## config.mk

```make
export PLATFORM = sky130hd
export DESIGN_NAME = pluse_tick_gen
export DESIGN_NICKNAME = d
export VERILOG_FILES = /design/src/rtl/pluse_tick_gen.sv
export SDC_FILE = /design/constraint.sdc
export NUM_CORES = 1
export LEC_CHECK = 0
export CAP_MARGIN = 15
export CORE_MARGIN = 1
export CORE_UTILIZATION = 30
export DETAILED_ROUTE_END_ITERATION = 10
export GPL_TIMING_DRIVEN = 0
export SYNTH_ARGS = -nofsm -noshare
export SYNTH_HDL_FRONTEND = slang
export SYNTH_SLANG_ARGS = --single-unit
```

## constraint.sdc

```tcl
create_clock -name clk_sys -period 2.8 [get_ports clk_sys]
set_input_delay 0.28 -clock clk_sys [delete_from_list [all_inputs] [get_ports clk_sys]]
set_output_delay 0.28 -clock clk_sys [all_outputs]
set_load 0.01 [all_outputs]
```

## src/rtl/pluse_tick_gen.sv

```systemverilog
// pluse_tick_gen: system time base. Divides clk_sys down to single-cycle
// strobes at 1 us, 1 ms and 1 s, keeps a free-running microsecond timestamp,
// and produces a run-time programmable periodic strobe counted in microseconds.
module pluse_tick_gen #(
    parameter int CLK_MHZ = 100,
    parameter int SIM     = 0,
    parameter int TS_W    = 32
) (
    input  logic            clk_sys,
    input  logic            rst,
    input  logic            en,
    input  logic [15:0]     prog_period,
    input  logic            prog_load,
    output logic            pluse_us,
    output logic            pluse_ms,
    output logic            pluse_s,
    output logic            pluse_prog,
    output logic [TS_W-1:0] ts_us
);

    // Divide ratios; simulation mode collapses the microsecond to one cycle
    localparam int         LEN_US_I = ((SIM != 0) ? 1 : CLK_MHZ) - 1;
    localparam int         N_MS_I   = (SIM != 0) ? 10 : 1000;
    localparam int         N_S_I    = (SIM != 0) ? 10 : 1000;
    localparam logic [7:0] LEN_US   = 8'(LEN_US_I);
    localparam logic [9:0] MS_LAST  = 10'(N_MS_I - 1);
    localparam logic [9:0] S_LAST   = 10'(N_S_I - 1);

    logic [7:0]      cnt_cycle_q, cnt_cycle_d;
    logic [9:0]      cnt_ms_q, cnt_ms_d;
    logic [9:0]      cnt_s_q, cnt_s_d;
    logic [15:0]     per_q, per_d;
    logic [15:0]     cnt_prog_q, cnt_prog_d;
    logic [TS_W-1:0] ts_q, ts_d;
    logic            pluse_us_q, pluse_us_d;
    logic            pluse_ms_q, pluse_ms_d;
    logic            pluse_s_q, pluse_s_d;
    logic            pluse_prog_q, pluse_prog_d;

    logic us_tick, ms_tick, s_tick;

    // Tick cascade: each level only advances on the tick of the level below,
    // so a low en freezes every counter and preserves phase.
    always_comb begin
        us_tick = en && (cnt_cycle_q == LEN_US);
        ms_tick = us_tick && (cnt_ms_q == MS_LAST);
        s_tick  = ms_tick && (cnt_s_q == S_LAST);

        cnt_cycle_d = cnt_cycle_q;
        if (en) begin
            cnt_cycle_d = (cnt_cycle_q == LEN_US) ? 8'd0 : cnt_cycle_q + 8'd1;
        end

        cnt_ms_d = cnt_ms_q;
        if (us_tick) begin
            cnt_ms_d = ms_tick ? 10'd0 : cnt_ms_q + 10'd1;
        end

        cnt_s_d = cnt_s_q;
        if (ms_tick) begin
            cnt_s_d = s_tick ? 10'd0 : cnt_s_q + 10'd1;
        end

        ts_d = us_tick ? ts_q + TS_W'(1) : ts_q;

        pluse_us_d = us_tick;
        pluse_ms_d = ms_tick;
        pluse_s_d  = s_tick;
    end

    // Programmable strobe: a load restarts the period and swallows any tick
    // landing on the load edge; a zero period parks the counter.
    always_comb begin
        per_d        = per_q;
        cnt_prog_d   = cnt_prog_q;
        pluse_prog_d = 1'b0;
        if (prog_load) begin
            per_d      = prog_period;
            cnt_prog_d = 16'd0;
        end else if (per_q == 16'd0) begin
            cnt_prog_d = 16'd0;
        end else if (us_tick) begin
            if (cnt_prog_q == per_q - 16'd1) begin
                cnt_prog_d   = 16'd0;
                pluse_prog_d = 1'b1;
            end else begin
                cnt_prog_d = cnt_prog_q + 16'd1;
            end
        end
    end

    // State and registered strobes; reset wins over load and enable
    always_ff @(posedge clk_sys) begin
        if (rst) begin
            cnt_cycle_q  <= '0;
            cnt_ms_q     <= '0;
            cnt_s_q      <= '0;
            per_q        <= '0;
            cnt_prog_q   <= '0;
            ts_q         <= '0;
            pluse_us_q   <= 1'b0;
            pluse_ms_q   <= 1'b0;
            pluse_s_q    <= 1'b0;
            pluse_prog_q <= 1'b0;
        end else begin
            cnt_cycle_q  <= cnt_cycle_d;
            cnt_ms_q     <= cnt_ms_d;
            cnt_s_q      <= cnt_s_d;
            per_q        <= per_d;
            cnt_prog_q   <= cnt_prog_d;
            ts_q         <= ts_d;
            pluse_us_q   <= pluse_us_d;
            pluse_ms_q   <= pluse_ms_d;
            pluse_s_q    <= pluse_s_d;
            pluse_prog_q <= pluse_prog_d;
        end
    end

    assign pluse_us   = pluse_us_q;
    assign pluse_ms   = pluse_ms_q;
    assign pluse_s    = pluse_s_q;
    assign pluse_prog = pluse_prog_q;
    assign ts_us      = ts_q;

endmodule

```

Word-level counts from Yosys, hierarchy flattened
Index checks and enable logic that the tools add are counted.
- register bits: 96
- input bits: 20
- output and inout port bits: 36
- word-level logic and storage cells: 32
- add/subtract/negate cells: 6
- eq/ne operators: 4
- muxes and demuxes: 5
- bitwise logic cells: 1
- reductions and logical operators: 6
- operator list (operator ; count):
    32-bit by 1-bit adder with 32-bit output (second input constant) ; 1
    10-bit by 1-bit adder with 10-bit output (second input constant) ; 2
    10-bit == test (second input constant) ; 2
    10-bit 2-to-1 mux ; 2
    16-bit by 1-bit adder with 16-bit output (second input constant) ; 1
    16-bit == test ; 1
    16-bit logical NOT ; 1
    16-bit 2-to-1 mux ; 1
    16-bit by 1-bit subtractor with 16-bit output (second input constant) ; 1
    8-bit by 1-bit adder with 8-bit output (second input constant) ; 1
    8-bit by 7-bit == test with 1-bit output (second input constant) ; 1
    8-bit 2-to-1 mux ; 1
    4-bit OR reduction ; 1
    1-bit logical AND ; 3
    3-bit OR reduction ; 1
    1-bit 2-to-1 mux ; 1
    1-bit inverter ; 1

Longest topological paths before layout
- depth after elaboration: 5
- depth in mapped cells: 11
- mapped depth without buffers: 9

Worst setup path after synthesis
OpenSTA, ideal clock, no wires.
- path type: register to register
- from: register per_q[0]
- to: register cnt_prog_q[10]
- setup time: 116 ps
- arrival time: 2399 ps
- data required time: 2684 ps
- path slack: 285 ps
- cell stages (with the launch flop): 12
- buffers on the path: 2
- clock period less this slack: 2515 ps
- cells stage by stage: dfxtp_1 > inv_1 > ha_1 > or3b_2 > nor4_4 > mux2_4 > nand4_2 > and4_1 > buf_6 > a21o_1 > buf_2 > nor2_1
- cells in the longest elaborated chain, start to end: 3
- elaborated cells on any way between the ends: 5
- those cells by class: 1 x add/sub; 1 x eq/ne; 1 x mux; 2 x reduce/logical
- ends and longest elaborated chain (item ; RTL line ; RTL):
    from (decl) ; 32 ; logic [15:0] per_q, per_d;
    from (signal assigned) ; 109 ; per_q <= per_d;
    16-bit by 1-bit subtractor with 16-bit output ; 83 ; if (cnt_prog_q == per_q - 16'd1) begin
    16-bit == test ; 83 ;
    16-bit 2-to-1 mux ; 83 ;
    to (signal assigned) ; 110 ; cnt_prog_q <= cnt_prog_d;
    to (decl) ; 33 ; logic [15:0] cnt_prog_q, cnt_prog_d;
Parallel ways exist; a longest one is shown, timed or not.
A chain may end at the register's enable or synchronous reset.

Final worst setup path
- from: register per_q[0]
- to: register cnt_prog_q[0]
The elaborated chain is that of the path after synthesis.

==> results by group <==
STA
  • Fin crit period: approximately 2.7 ns
  • Worst-margin pin slew: between 0.7 and 0.8 ns
  • Part of the cycle the worst path needs: a little over nine tenths
  • # setup viols final: 0
  • Final hold viol count: 0
  • Relative slew slack: 51.1%
  • Worst Skew: 0.0132 ns
  • Final worst slack: between 0.1 and 0.15 ns
  • Hold Slack: 0.376 ns
  • Slew Limit Fails: 0
  • Setup_tns: 0 ns
  • Highest clock rate: roughly 370 MHz
  • Unrepaired setup endpoints after global routing: no

Clock network
  • Sink Count: 96
  • Hold_buf cts: 0
  • CTS tree: done
  • Clock transition at path regs: about 0.07 ns
  • Clock Tree Root: clkbuf_16
  • TritonCTS buffer count: 9
  • Clk_lat worst skew: about 0.36 ns
  • Clock tree buffer depth: 2
  • Depth of the CTS H-tree: 3

Power and ir drop
  • Static Leak: between 1.5 and 2 nW
  • Logic pwr share: between 7 and 8%
  • Total power draw: 2.86 mW
  • VDD IR max: approximately 0.00028 V
  • Clock Power Share: 43.1%
  • Sw Ratio: 25.4%
  • NetSw: between 0.7 and 0.8 mW
  • Pint: around 2.1 mW
  • Pwr per Cell Area: around 490 nW/um^2
  • Seq pwr share: between 40% and 50%

Floorplanning
  • Initial core utilization: a little under a third
  • Rows: between 40 and 50
  • Die Area: ~16000 sq um
  • # IOs: 56
  • Die X: 127 um
  • Total core area: between 15000 and 20000 sq um
  • Die height: ~130 um

Setup path
  • Worst r2r src: per_q[0]
  • Crit-path max cell delay: around 0.54 ns
  • Worst R2R End: cnt_prog_q[0]
  • FF-to-FF setup slack: about 0.12 ns
  • Worst EP arrival: roughly 3.0 ns
  • Slowest-stage cell, CP: or4b_1
  • Top cell by count, worst path: a21oi_1
  • Worst reg-to-reg path cell count: 10
  • Critical Path Source: per_q[0]
  • Critical Path Fanout Max: 8
  • Crit end category: flop
  • Worst path required time: 3.09 ns
  • Crit path kind: reg2reg
  • CP startpoint kind: flop
  • Critical Path Sink: cnt_prog_q[0]
  • Worst path cell trace: inv_1 > ha_4 > or4b_1 > o221ai_1 > nor3b_1 > a21oi_1 > and4_1 > buf_6 > or3_1 > a21oi_1

Cells and area
  • Post-layout util: around two fifths
  • # diodes: 0
  • Post-route cell area: ~5800 sq um
  • Nets: 650
  • Area of the multi-input gates: 2650 sq um
  • Fillers: around 1.5k
  • Syn-to-layout area delta: 23.7%
  • Layout cells sized above 1: under 10%
  • Finished Layout Cells: 840
  • Sequential cell area: about 1900 sq um

Drt
  • DRT iter0 DRCs: 150
  • First drt pass iteration count: 4
  • Via count: around 4k
  • Post-route DRC: 0
  • Final ANT Viol Nets: 0
  • Routed len/inst: roughly 13 um
  • DRT Wirelength: 10900 um
  • DR vias/cell: 4.86

Synthesis
  • Synth Flop Type: dfxtp_1
  • Synth Instances: approximately 560
  • Post-synth ARST share: 0%
  • Share of the synthesized area in the top cell type: between 40% and 50%
  • Unique masters post-synth: 56
  • Post-Syn Nets: ~600
  • Top cells by area, synth: dfxtp_1 41%, nor2_1 7.4%, xor2_1 6.9%
  • YS warnings: 0
  • Cell taking the most area after synthesis: dfxtp_1
  • Yosys reg bits: between 90 and 100
  • Post-synth EDFFs: 0
  • Register area share after synthesis: between 40% and 50%
  • Avg Cell Area, Syn: 8.44 sq um
  • Synth Cell Area: roughly 4700 sq um

Outcome
  • Status: completed

GRT
  • GRT Residual Overflow: 0
  • Largest net degree at the start of global routing: 19
  • Initial antenna violation count: 0
  • First-pass GRT wire length: roughly 19000 um
  • Vias in the first global route: approximately 3.9k
  • All-Layer GR Usage: 14.4%

Placed design
  • Dpl cell area: between 5000 and 6000 sq um
  • Gpl congestion: 0.811
  • DP Cell Count: a little over 800
  • HPWL after detailed placement: about 8000 um
  • PortBufs: between 50 and 60
  • Pre-CTS setup slack: -0.0324 ns

Worst hold path
  • Worst hold path class: in2reg

Job
  • Max-cap violations: 0
cells by family after synthesis:
logic type,after synthesis,share of synthesized area [%]
buffers and inverters,40,3.58
multiplexers,18,3.93
flip-flops,96,40.8
AND/OR/NAND/NOR,276,30.0
adder cells (fa/ha/maj),6,1.59
AO/OA/AOI/OAI,53,7.16
XOR/XNOR,70,13.0
how the worst min path moves through the flow:
stage                         from              to  slack, ns  depth (start not counted)
finish                          en  cnt_cycle_q[1]       0.38                          3
global route                    en  cnt_cycle_q[1]       0.40                          3
CTS                             en  cnt_cycle_q[1]       0.37                          3
detailed placement     cnt_ms_q[7]     cnt_ms_q[7]       0.48                          2
global placement       cnt_ms_q[7]     cnt_ms_q[7]       0.46                          2
floorplan           prog_period[8]        per_q[8]       0.43                          2
cell usage in the layout (no fill, tap or decap), drive strengths merged, types with 7 or more instances in the layout:
master          n
clkdlybuf4s50  53
clkbuf         30
xor2           37
nor3           19
nor2           94
nand4          24
nor4            8
and3            7
inv            19
o21ai          16
nand2          44
a21oi          16
mux2i          17
dfxtp          96
buf             7
nand3          24
xnor2          33
or3            18
per-layer routing:
layer | vias to the layer above | global-route usage (%) | part of all wire, %
met1 | 1915 | 17.3 | 47
met4 | 0 | 6.16 | 1.8
li1 | 2079 | - | -
met2 | 76 | 24.3 | 47
met5 | - | 0 | 0
met3 | 15 | 3.60 | 3.7
area by class of cell:
cell class              instances  area share (%)
clock inverters                 6           0.922
flip-flops and latches         96            33.0
multi-input cells             423            45.3
repair buffers                 54            9.22
well taps                     211            4.52
clock buffers                  10            4.10
plain buffers                  26            2.06
inverters                      14           0.901
power by group through the flow:
stage / combinational [mW] / clock (mW) / sequential, mW
global placement: 0.209 / 0 / 1.43
detailed placement: 0.213 / 0 / 1.43
CTS: 0.218 / 1.28 / 1.40
finish: 0.221 / 1.23 / 1.40
global route: 0.245 / 1.33 / 1.41
floorplan: 0.151 / 0 / 1.43
critical path: cells and delay by family, from the launching register on:
kind	cells	cell delay [ns]
compound gates	3	0.47
fa+ha+maj	1	0.17
flops	1	0.35
simple gates	4	1.39
buf+inv	2	0.23
repair_timing:
action | CTS | global route
pin swaps | 1 | 1
gates resized for setup | 2 | 5
setup buffers | 1 | 0
setup endpoints to repair | 9 | 13
registers in the layout (all words and copies together), names as in the netlist, 8 cells and up:
signal       cells
cnt_cycle_q      8
cnt_ms_q        10
cnt_prog_q      16
cnt_s_q         10
per_q           16
ts_us           32
cells in the mapped netlist, drive strengths merged (2+ instances only):
cell type,number
a21o,2
a21oi,16
xor2,37
and3,7
nand2b,4
mux2i,17
inv,14
nand3b,4
xnor2,33
or3b,2
nand4b,2
clkbuf,20
a211o,6
ha,6
nor2,94
dfxtp,96
nor4,8
nor2b,3
o211ai,2
or4,6
buf,6
nor3,19
nand2,44
nand4,24
and4,6
or4b,2
or2,4
nand3,24
or3,18
o21ai,16
Note: power is estimated with default switching activity, not from simulation.
